==> src/rtl/alu_pkg.sv <==
// -----------------------------------------------------------------------------
// alu_pkg
// Shared types for the sequential ALU: the opcode and FSM state encodings, the
// status flag bundle, and a small helper that identifies the ops that are
// served by the iterative divider.
// -----------------------------------------------------------------------------
package alu_pkg;

  // Opcode encoding, kept compatible with the earlier 4-bit combinational ALU.
  typedef enum logic [3:0] {
    OP_ADD  = 4'd0,
    OP_SUB  = 4'd1,
    OP_MUL  = 4'd2,
    OP_DIV  = 4'd3,
    OP_AND  = 4'd4,
    OP_OR   = 4'd5,
    OP_XOR  = 4'd6,
    OP_NAND = 4'd7,
    OP_NOR  = 4'd8,
    OP_NOT  = 4'd9,
    OP_MOD  = 4'd10,
    OP_SHL  = 4'd11,
    OP_SHR  = 4'd12,
    OP_ASR  = 4'd13,
    OP_ROL  = 4'd14,
    OP_ILL  = 4'd15
  } alu_op_e;

  // Control FSM states.
  typedef enum logic [1:0] {
    ST_IDLE = 2'd0,
    ST_DIV  = 2'd1,
    ST_DONE = 2'd2
  } alu_state_e;

  // Status flags registered alongside every result.
  typedef struct packed {
    logic zero;
    logic carry;
    logic ovf;
    logic dz;
    logic ill;
  } alu_flags_t;

  localparam alu_flags_t FLAGS_CLEAR = 5'b00000;

  // DIV and MOD share the divider; both return quotient and remainder.
  function automatic logic is_div_op(input alu_op_e op);
    return (op == OP_DIV) || (op == OP_MOD);
  endfunction

endpackage

==> src/rtl/alu_seq_divider.sv <==
// -----------------------------------------------------------------------------
// alu_seq_divider
// Restoring unsigned divider, one quotient bit per cycle. The first step is
// taken on the start edge itself, so done pulses exactly WIDTH cycles after
// start and quotient/remainder are valid while done is high (and held after).
//
// Ports:
//   clk        in   clock, rising edge
//   rst_n      in   synchronous active-low reset, clears all state
//   start      in   load operands and take the first step
//   dividend   in   WIDTH  numerator (sampled with start)
//   divisor    in   WIDTH  denominator (sampled with start, must be non-zero)
//   busy       out  iterations still pending after the start edge
//   done       out  one-cycle pulse, results valid
//   quotient   out  WIDTH
//   remainder  out  WIDTH
// -----------------------------------------------------------------------------
module alu_seq_divider #(
  parameter int WIDTH = 8
) (
  input  logic             clk,
  input  logic             rst_n,
  input  logic             start,
  input  logic [WIDTH-1:0] dividend,
  input  logic [WIDTH-1:0] divisor,
  output logic             busy,
  output logic             done,
  output logic [WIDTH-1:0] quotient,
  output logic [WIDTH-1:0] remainder
);

  localparam int CW = $clog2(WIDTH + 1);
  localparam logic [CW-1:0] CNT_ONE  = CW'(1);
  localparam logic [CW-1:0] CNT_LOAD = CW'(WIDTH - 1);

  logic [WIDTH-1:0] rem_q, rem_d;
  logic [WIDTH-1:0] quo_q, quo_d;
  logic [WIDTH-1:0] dvs_q, dvs_d;
  logic [CW-1:0]    cnt_q, cnt_d;
  logic             busy_q, busy_d;
  logic             done_q, done_d;
  logic [2*WIDTH-1:0] step_s;

  // One restoring step: shift the next dividend bit into the partial
  // remainder, subtract when it fits, and shift the quotient bit into quo.
  // quo starts as the dividend and is consumed MSB-first as it fills.
  function automatic logic [2*WIDTH-1:0] div_step(
    input logic [WIDTH-1:0] rem,
    input logic [WIDTH-1:0] quo,
    input logic [WIDTH-1:0] dvs
  );
    logic [WIDTH:0] trial;
    logic           qbit;
    trial = {rem, quo[WIDTH-1]};
    if (trial >= {1'b0, dvs}) begin
      trial = trial - {1'b0, dvs};
      qbit  = 1'b1;
    end else begin
      qbit  = 1'b0;
    end
    return {trial[WIDTH-1:0], quo[WIDTH-2:0], qbit};
  endfunction

  // Step operands come straight from the ports on the start edge.
  always_comb begin
    if (start) begin
      step_s = div_step({WIDTH{1'b0}}, dividend, divisor);
    end else begin
      step_s = div_step(rem_q, quo_q, dvs_q);
    end
  end

  // Next-state: load on start, iterate while busy, pulse done on last step.
  always_comb begin
    rem_d  = rem_q;
    quo_d  = quo_q;
    dvs_d  = dvs_q;
    cnt_d  = cnt_q;
    busy_d = busy_q;
    done_d = 1'b0;
    if (start) begin
      {rem_d, quo_d} = step_s;
      dvs_d  = divisor;
      cnt_d  = CNT_LOAD;
      busy_d = 1'b1;
    end else if (busy_q) begin
      {rem_d, quo_d} = step_s;
      cnt_d = cnt_q - CNT_ONE;
      if (cnt_q == CNT_ONE) begin
        busy_d = 1'b0;
        done_d = 1'b1;
      end else begin
        busy_d = 1'b1;
      end
    end else begin
      busy_d = 1'b0;
    end
  end

  // Divider state registers with synchronous clear.
  always_ff @(posedge clk) begin
    if (!rst_n) begin
      rem_q  <= {WIDTH{1'b0}};
      quo_q  <= {WIDTH{1'b0}};
      dvs_q  <= {WIDTH{1'b0}};
      cnt_q  <= {CW{1'b0}};
      busy_q <= 1'b0;
      done_q <= 1'b0;
    end else begin
      rem_q  <= rem_d;
      quo_q  <= quo_d;
      dvs_q  <= dvs_d;
      cnt_q  <= cnt_d;
      busy_q <= busy_d;
      done_q <= done_d;
    end
  end

  assign busy      = busy_q;
  assign done      = done_q;
  assign quotient  = quo_q;
  assign remainder = rem_q;

endmodule

==> src/rtl/alu_seq.sv <==
// -----------------------------------------------------------------------------
// alu_seq
// Handshaked, parametrised ALU. Single-cycle ops are computed combinationally
// and registered on the accepting edge; DIV/MOD with a non-zero divisor go
// through the iterative divider. The registered result is held until the
// consumer accepts it, and a new request is only taken in IDLE.
//
// Ports:
//   clk, rst_n                 clock (rising) / synchronous active-low reset
//   in_valid, in_ready         request handshake (in_ready only in IDLE)
//   op [3:0], a, b             opcode and WIDTH-bit operands
//   out_valid, out_ready       result handshake
//   result_lo                  primary result / quotient
//   result_hi                  MUL high half / remainder, else 0
//   flag_zero/carry/ovf/dz/ill status flags for the held result
// -----------------------------------------------------------------------------
module alu_seq
  import alu_pkg::*;
#(
  parameter int WIDTH = 8,
  parameter int SHW   = $clog2(WIDTH)
) (
  input  logic             clk,
  input  logic             rst_n,
  input  logic             in_valid,
  output logic             in_ready,
  input  logic [3:0]       op,
  input  logic [WIDTH-1:0] a,
  input  logic [WIDTH-1:0] b,
  output logic             out_valid,
  input  logic             out_ready,
  output logic [WIDTH-1:0] result_lo,
  output logic [WIDTH-1:0] result_hi,
  output logic             flag_zero,
  output logic             flag_carry,
  output logic             flag_ovf,
  output logic             flag_dz,
  output logic             flag_ill
);

  localparam logic [WIDTH-1:0] W_L  = WIDTH'(WIDTH);
  localparam logic [WIDTH-1:0] ZERO = {WIDTH{1'b0}};
  localparam logic [WIDTH-1:0] ONES = {WIDTH{1'b1}};

  alu_state_e       state_q, state_d;
  logic             out_valid_q, out_valid_d;
  logic [WIDTH-1:0] res_lo_q, res_lo_d;
  logic [WIDTH-1:0] res_hi_q, res_hi_d;
  alu_flags_t       flags_q, flags_d;

  alu_op_e          op_s;
  logic [WIDTH-1:0] sc_lo_s;
  logic [WIDTH-1:0] sc_hi_s;
  alu_flags_t       sc_flags_s;
  logic [WIDTH:0]   ext_s;
  logic [2*WIDTH-1:0] prod_s;
  logic [SHW-1:0]   sh_amt_s;
  logic [WIDTH-1:0] rot_amt_s;
  logic             sh_in_range_s;
  logic             sh_eq_w_s;

  logic             div_start_s;
  logic             div_busy_s;
  logic             div_done_s;
  logic [WIDTH-1:0] div_quo_s;
  logic [WIDTH-1:0] div_rem_s;

  assign op_s          = alu_op_e'(op);
  assign sh_amt_s      = b[SHW-1:0];
  assign sh_in_range_s = (b < W_L);
  assign sh_eq_w_s     = (b == W_L);
  assign rot_amt_s     = b % W_L;

  // Single-cycle datapath. Shifts are done on a one-bit-extended operand so
  // the bit that falls off the end lands in the extension and becomes carry.
  // DIV/MOD here only covers the divide-by-zero result.
  always_comb begin
    sc_lo_s    = ZERO;
    sc_hi_s    = ZERO;
    sc_flags_s = FLAGS_CLEAR;
    ext_s      = {(WIDTH+1){1'b0}};
    prod_s     = {ZERO, a} * {ZERO, b};
    case (op_s)
      OP_ADD: begin
        ext_s            = {1'b0, a} + {1'b0, b};
        sc_lo_s          = ext_s[WIDTH-1:0];
        sc_flags_s.carry = ext_s[WIDTH];
        sc_flags_s.ovf   = (a[WIDTH-1] == b[WIDTH-1]) && (sc_lo_s[WIDTH-1] != a[WIDTH-1]);
      end
      OP_SUB: begin
        // The borrow out of the extended subtraction is exactly a < b.
        ext_s            = {1'b0, a} - {1'b0, b};
        sc_lo_s          = ext_s[WIDTH-1:0];
        sc_flags_s.carry = ext_s[WIDTH];
        sc_flags_s.ovf   = (a[WIDTH-1] != b[WIDTH-1]) && (sc_lo_s[WIDTH-1] != a[WIDTH-1]);
      end
      OP_MUL: begin
        sc_lo_s = prod_s[WIDTH-1:0];
        sc_hi_s = prod_s[2*WIDTH-1:WIDTH];
      end
      OP_DIV, OP_MOD: begin
        sc_lo_s       = ONES;
        sc_hi_s       = a;
        sc_flags_s.dz = 1'b1;
      end
      OP_AND:  sc_lo_s = a & b;
      OP_OR:   sc_lo_s = a | b;
      OP_XOR:  sc_lo_s = a ^ b;
      OP_NAND: sc_lo_s = ~(a & b);
      OP_NOR:  sc_lo_s = ~(a | b);
      OP_NOT:  sc_lo_s = ~a;
      OP_SHL: begin
        if (sh_in_range_s) begin
          ext_s            = {1'b0, a} << sh_amt_s;
          sc_lo_s          = ext_s[WIDTH-1:0];
          sc_flags_s.carry = ext_s[WIDTH];
        end else if (sh_eq_w_s) begin
          sc_flags_s.carry = a[0];
        end else begin
          sc_flags_s.carry = 1'b0;
        end
      end
      OP_SHR: begin
        if (sh_in_range_s) begin
          ext_s            = {a, 1'b0} >> sh_amt_s;
          sc_lo_s          = ext_s[WIDTH:1];
          sc_flags_s.carry = ext_s[0];
        end else if (sh_eq_w_s) begin
          sc_flags_s.carry = a[WIDTH-1];
        end else begin
          sc_flags_s.carry = 1'b0;
        end
      end
      OP_ASR: begin
        if (sh_in_range_s) begin
          ext_s            = $signed({a, 1'b0}) >>> sh_amt_s;
          sc_lo_s          = ext_s[WIDTH:1];
          sc_flags_s.carry = ext_s[0];
        end else if (sh_eq_w_s) begin
          sc_lo_s          = {WIDTH{a[WIDTH-1]}};
          sc_flags_s.carry = a[WIDTH-1];
        end else begin
          sc_lo_s          = {WIDTH{a[WIDTH-1]}};
          sc_flags_s.carry = 1'b0;
        end
      end
      OP_ROL: begin
        // The last bit rotated out of the MSB ends up in the LSB.
        sc_lo_s = (a << rot_amt_s) | (a >> (W_L - rot_amt_s));
        if ((b != ZERO) && (b <= W_L)) begin
          sc_flags_s.carry = sc_lo_s[0];
        end else begin
          sc_flags_s.carry = 1'b0;
        end
      end
      OP_ILL: sc_flags_s.ill = 1'b1;
      default: sc_flags_s.ill = 1'b1;
    endcase
    sc_flags_s.zero = (sc_lo_s == ZERO);
  end

  alu_seq_divider #(
    .WIDTH(WIDTH)
  ) u_divider (
    .clk       (clk),
    .rst_n     (rst_n),
    .start     (div_start_s),
    .dividend  (a),
    .divisor   (b),
    .busy      (div_busy_s),
    .done      (div_done_s),
    .quotient  (div_quo_s),
    .remainder (div_rem_s)
  );

  // Control FSM next-state and result capture; outputs hold by default.
  always_comb begin
    state_d     = state_q;
    out_valid_d = out_valid_q;
    res_lo_d    = res_lo_q;
    res_hi_d    = res_hi_q;
    flags_d     = flags_q;
    div_start_s = 1'b0;
    case (state_q)
      ST_IDLE: begin
        if (in_valid) begin
          if (is_div_op(op_s) && (b != ZERO)) begin
            state_d     = ST_DIV;
            div_start_s = 1'b1;
          end else begin
            state_d     = ST_DONE;
            out_valid_d = 1'b1;
            res_lo_d    = sc_lo_s;
            res_hi_d    = sc_hi_s;
            flags_d     = sc_flags_s;
          end
        end else begin
          state_d = ST_IDLE;
        end
      end
      ST_DIV: begin
        if (div_done_s) begin
          state_d      = ST_DONE;
          out_valid_d  = 1'b1;
          res_lo_d     = div_quo_s;
          res_hi_d     = div_rem_s;
          flags_d      = FLAGS_CLEAR;
          flags_d.zero = (div_quo_s == ZERO);
        end else if (!div_busy_s) begin
          // Divider idle without a done pulse: recover rather than hang.
          state_d = ST_IDLE;
        end else begin
          state_d = ST_DIV;
        end
      end
      ST_DONE: begin
        if (out_ready) begin
          state_d     = ST_IDLE;
          out_valid_d = 1'b0;
        end else begin
          state_d = ST_DONE;
        end
      end
      default: begin
        state_d     = ST_IDLE;
        out_valid_d = 1'b0;
      end
    endcase
  end

  // State and output registers with synchronous clear.
  always_ff @(posedge clk) begin
    if (!rst_n) begin
      state_q     <= ST_IDLE;
      out_valid_q <= 1'b0;
      res_lo_q    <= ZERO;
      res_hi_q    <= ZERO;
      flags_q     <= FLAGS_CLEAR;
    end else begin
      state_q     <= state_d;
      out_valid_q <= out_valid_d;
      res_lo_q    <= res_lo_d;
      res_hi_q    <= res_hi_d;
      flags_q     <= flags_d;
    end
  end

  assign in_ready   = (state_q == ST_IDLE);
  assign out_valid  = out_valid_q;
  assign result_lo  = res_lo_q;
  assign result_hi  = res_hi_q;
  assign flag_zero  = flags_q.zero;
  assign flag_carry = flags_q.carry;
  assign flag_ovf   = flags_q.ovf;
  assign flag_dz    = flags_q.dz;
  assign flag_ill   = flags_q.ill;

endmodule

==> config.mk <==
export PLATFORM = sky130hd
export DESIGN_NAME = alu_seq
export DESIGN_NICKNAME = d
export VERILOG_FILES = /design/src/rtl/alu_pkg.sv /design/src/rtl/alu_seq_divider.sv /design/src/rtl/alu_seq.sv
export SDC_FILE = /design/constraint.sdc
export NUM_CORES = 1
export LEC_CHECK = 0
export CAP_MARGIN = 20
export CORE_UTILIZATION = 50
export CTS_BUF_LIST = sky130_fd_sc_hd__clkbuf_4 sky130_fd_sc_hd__clkbuf_8
export DETAILED_ROUTE_END_ITERATION = 12
export PLACE_DENSITY = 0.75
export RECOVER_POWER = 50
export SETUP_SLACK_MARGIN = 0.02
export SLEW_MARGIN = 40
export SYNTH_ARGS = -nofsm -noshare
export SYNTH_HDL_FRONTEND = slang
export SYNTH_SLANG_ARGS = --single-unit
==> constraint.sdc <==
create_clock -name clk -period 5.89 [get_ports clk]
set_input_delay 1.767 -clock clk [delete_from_list [all_inputs] [get_ports clk]]
set_output_delay 1.767 -clock clk [all_outputs]
set_load 0.02 [all_outputs]
==> impl_metrics.py <==
metrics = {
    "outcome": {
        "status": "complete, no violations",
    },
    "place": {
        "dp_hpwl_um": 19700,
        "io_buffers": 46,
        "globalplace.congestion": 0.982,
    },
    "logic_synthesis": {
        "ys_warn_count": 0,
        "yosysMostFrequentCell": "nor2_1",
        "synthDistinctLibCells": 93,
        "synth-seq-area-share": 0.140,
        "yosysTopAreaCell": "dfxtp_1",
        "syn_area_per_cell_sq_um": 7.74,
        "netlist.area_leader.share": 0.140,
        "ys_top_cells_by_count": "107 x nor2_1, 91 x nand2_1, 84 x inv_1, 76 x ha_1, 73 x a21oi_1",
        "synthArstFlopShare": 0,
        "ys_seq_elements": 54,
        "synth_nets": 1135,
        "syn_inst": 996,
        "synth_area_leaders": "dfxtp_1 14%, ha_1 12%, fa_1 10%",
        "ys.flop_type": "dfxtp_1",
        "synth_edf_count": 0,
        "syn_area_sq_um": 7700,
    },
    "global_routing": {
        "grt_pass1_vias": 7464,
        "grtUsageTotal": 0.322,
        "grt_overflow_total": 0,
        "grt_pass1_wl_um": 40000,
        "grt_max_degree": 42,
        "grt_antenna_before_repair": 0,
    },
    "sta": {
        "post-route-period-util": 0.979,
        "maxSlewHeadroom": 0.0193,
        "setup_viol": 0,
        "hold_violations": 0,
        "fmax_mhz": 173,
        "rsz0062_at_grt": "no",
        "final_max_slew_viol_count": 0,
        "fin_skew_ns": 0.00914,
        "setup_tns_ns": 0,
        "tightestPinTransition_ns": 1.47,
        "finalCriticalPeriod_ns": 5.77,
    },
    "clocking": {
        "clock_path_buffers": 2,
        "cts.clk_slew.worst_paths_ns": 0.09,
        "cts_tree": "built",
        "numCtsBuffers": 5,
        "clock-sinks": 54,
        "htree_levels": 2,
        "clock_latency_ns": 0.31,
        "root_buffer": "clkbuf_8",
    },
    "worst_setup_path": {
        "end_kind": "flop",
        "cp-startpoint": "b[1]",
        "cp_max_fo": 4,
        "crit_path_top_delay_cell": "fa_1",
        "r2r-start": "u_divider.dvs_q[1]",
        "critPathArrivalTime_ns": 6.00,
        "crit_top_cell": "ha_1",
        "crit_chain": "clkdlybuf4s50_1 -> inv_2 -> nor2_1 -> ha_1 -> ha_1 -> inv_1 -> fa_1 -> inv_1 -> ha_1 -> fa_1 -> or4_1 -> nand2_1 -> a21oi_1 -> mux2i_1 -> nand4_1 -> or4b_1 -> o31ai_2",
        "cpPeakStageDelay_ns": 0.53,
        "required_ns": 6.12,
        "criticalPathCategory": "in -> reg",
        "start_kind": "primary input",
    },
    "finish": {
        "area_delta_synth_final_pct": 18.2,
        "fillers": 1399,
        "fin_util": 0.601,
        "multi_input_area_sq_um": 6100,
        "n_antenna_cell": 0,
        "nets": 1225,
        "drive_gt1_frac": 0.174,
        "regArea_sq_um": 1080,
    },
    "floorplanning": {
        "core_region_area_sq_um": 15100,
        "start_util": 0.509,
        "die_h_um": 126,
        "die-area_sq_um": 15900,
        "die_w_um": 126,
        "rows": 45,
        "io_pins": 47,
    },
    "pwr": {
        "pwr-share-seq": 0.223,
        "p_int_w": 0.00103,
        "pwr-share-comb": 0.650,
        "p_leak_nw": 4.03,
        "p_clk_frac": 0.127,
        "finalPower_w": 0.00181,
        "switching_share": 0.431,
        "power-per-cell-area_nw_per_um2": 199,
        "ir_drop_mv": 0.196,
        "p_switching_w": 0.000781,
    },
    "routing": {
        "avgViaCountPerCell": 6.19,
        "drc_errors": 0,
        "wire_per_inst_um": 19.8,
        "drt-pass1-iter-count": 5,
        "drtIter0Drc": 612,
        "dr_total_vias": 7893,
        "postRouteAntennaNets": 0,
        "routed_wl_um": 25300,
    },
    "worst_hold_path": {
        "hold_start": "flag_ovf",
        "hold_path_class": "reg -> reg",
    },
    "job": {
        "timing.max_cap.violations": 0,
    },
}
-- timing repair --
action,in CTS,in global routing
pin swaps,11,10
endpoints found under the setup margin,11,10
gates resized for setup,37,42
hold buffers,0,0
setup buffers,1,3
endpoints found under the hold margin,0,0
gates cloned,0,0
-- stage by stage --
step	setup WS (ns)	area, sq um	hold slack [ns]	instances
final	0.124	9100	0.456	1275
after CTS	0.0184	9060	0.459	1272
after global placement	-0.589	8870	0.441	1263
after detailed placement	-0.687	8870	0.446	1263
after floorplan	0.0323	7780	0.436	996
after global routing	0.0192	9100	0.473	1275
-- area by class of cell --
cell class                      instances  share of cell area
Inverter                               98              0.0430
Multi-Input combinational cell        780               0.670
Timing Repair Buffer                  147               0.131
Tap cell                              188              0.0258
Clock inverter                          1            0.000962
Sequential cell                        54               0.119
Clock buffer                            7              0.0106
-- power groups by stage --
stage | sequential (W) | combinational [W] | clock [W]
5_1_grt | 0.000407 | 0.00130 | 0.000251
3_5_place_dp | 0.000412 | 0.00113 | 0
3_3_place_gp | 0.000412 | 0.00112 | 0
6_report | 0.000404 | 0.00118 | 0.000230
2_1_floorplan | 0.000421 | 0.000766 | 0
4_1_cts | 0.000404 | 0.00116 | 0.000236
-- sequential cells by signal, summed over array words and instances (netlist names) --
name and count:
result_hi 8, result_lo 8, u_divider.dvs_q 8, u_divider.quotient 8, u_divider.remainder 8, u_divider.cnt_q 4
state_q 2, flag_carry 1, flag_dz 1, flag_ill 1, flag_ovf 1, flag_zero 1
out_valid 1, u_divider.busy 1, u_divider.done 1
-- worst paths after layout --
check                                 to  slack [ns]  depth (start not counted)
hold / removal                  flag_ovf        0.46                          2
setup reg to reg  u_divider.remainder[1]        3.04                         10
hold reg to reg                 flag_ovf        0.46                          2
setup / recovery               flag_zero        0.12                         17
-- critical path, delay by kind of cell --
family          cells  cell delay (ns)
fa+ha+maj           5             1.75
simple gates        5             1.33
buf+inv             4             0.71
compound gates      2             0.26
mux                 1             0.18
-- cells by family (layout without fill, tap and decap cells) --
logic type,after synthesis,in the layout,share of synthesized area
simple gates,326,326,0.206
compound gates,262,262,0.231
buf+inv,162,253,0.0892
fa+ha+maj,115,115,0.225
flops,54,54,0.140
mux,52,52,0.0794
xor+xnor,25,25,0.0294
-- per-layer routing --
layer  part of all wire  vias up  track usage
met2               0.46      316        0.514
met5                  0        -            0
li1                   -     3718            -
met4              0.034        0        0.123
met1               0.43     3795        0.430
met3              0.073       64       0.0595
-- layout by cell type, fill, tap and decap left out, drive strengths merged, types with 19 or more instances in the layout --
| master | Yosys | final |
|---|---|---|
| nor2 | 107 | 107 |
| buf | 32 | 100 |
| nand2 | 91 | 91 |
| inv | 87 | 91 |
| ha | 76 | 76 |
| a21oi | 73 | 73 |
| dfxtp | 54 | 54 |
| o21ai | 44 | 44 |
| fa | 39 | 39 |
| mux2i | 36 | 36 |
| dlygate4sd3 | 0 | 24 |
| nor3 | 24 | 24 |
| nand3 | 19 | 19 |
| clkbuf | 32 | 19 |
Note: power is estimated with default switching activity, not from simulation.
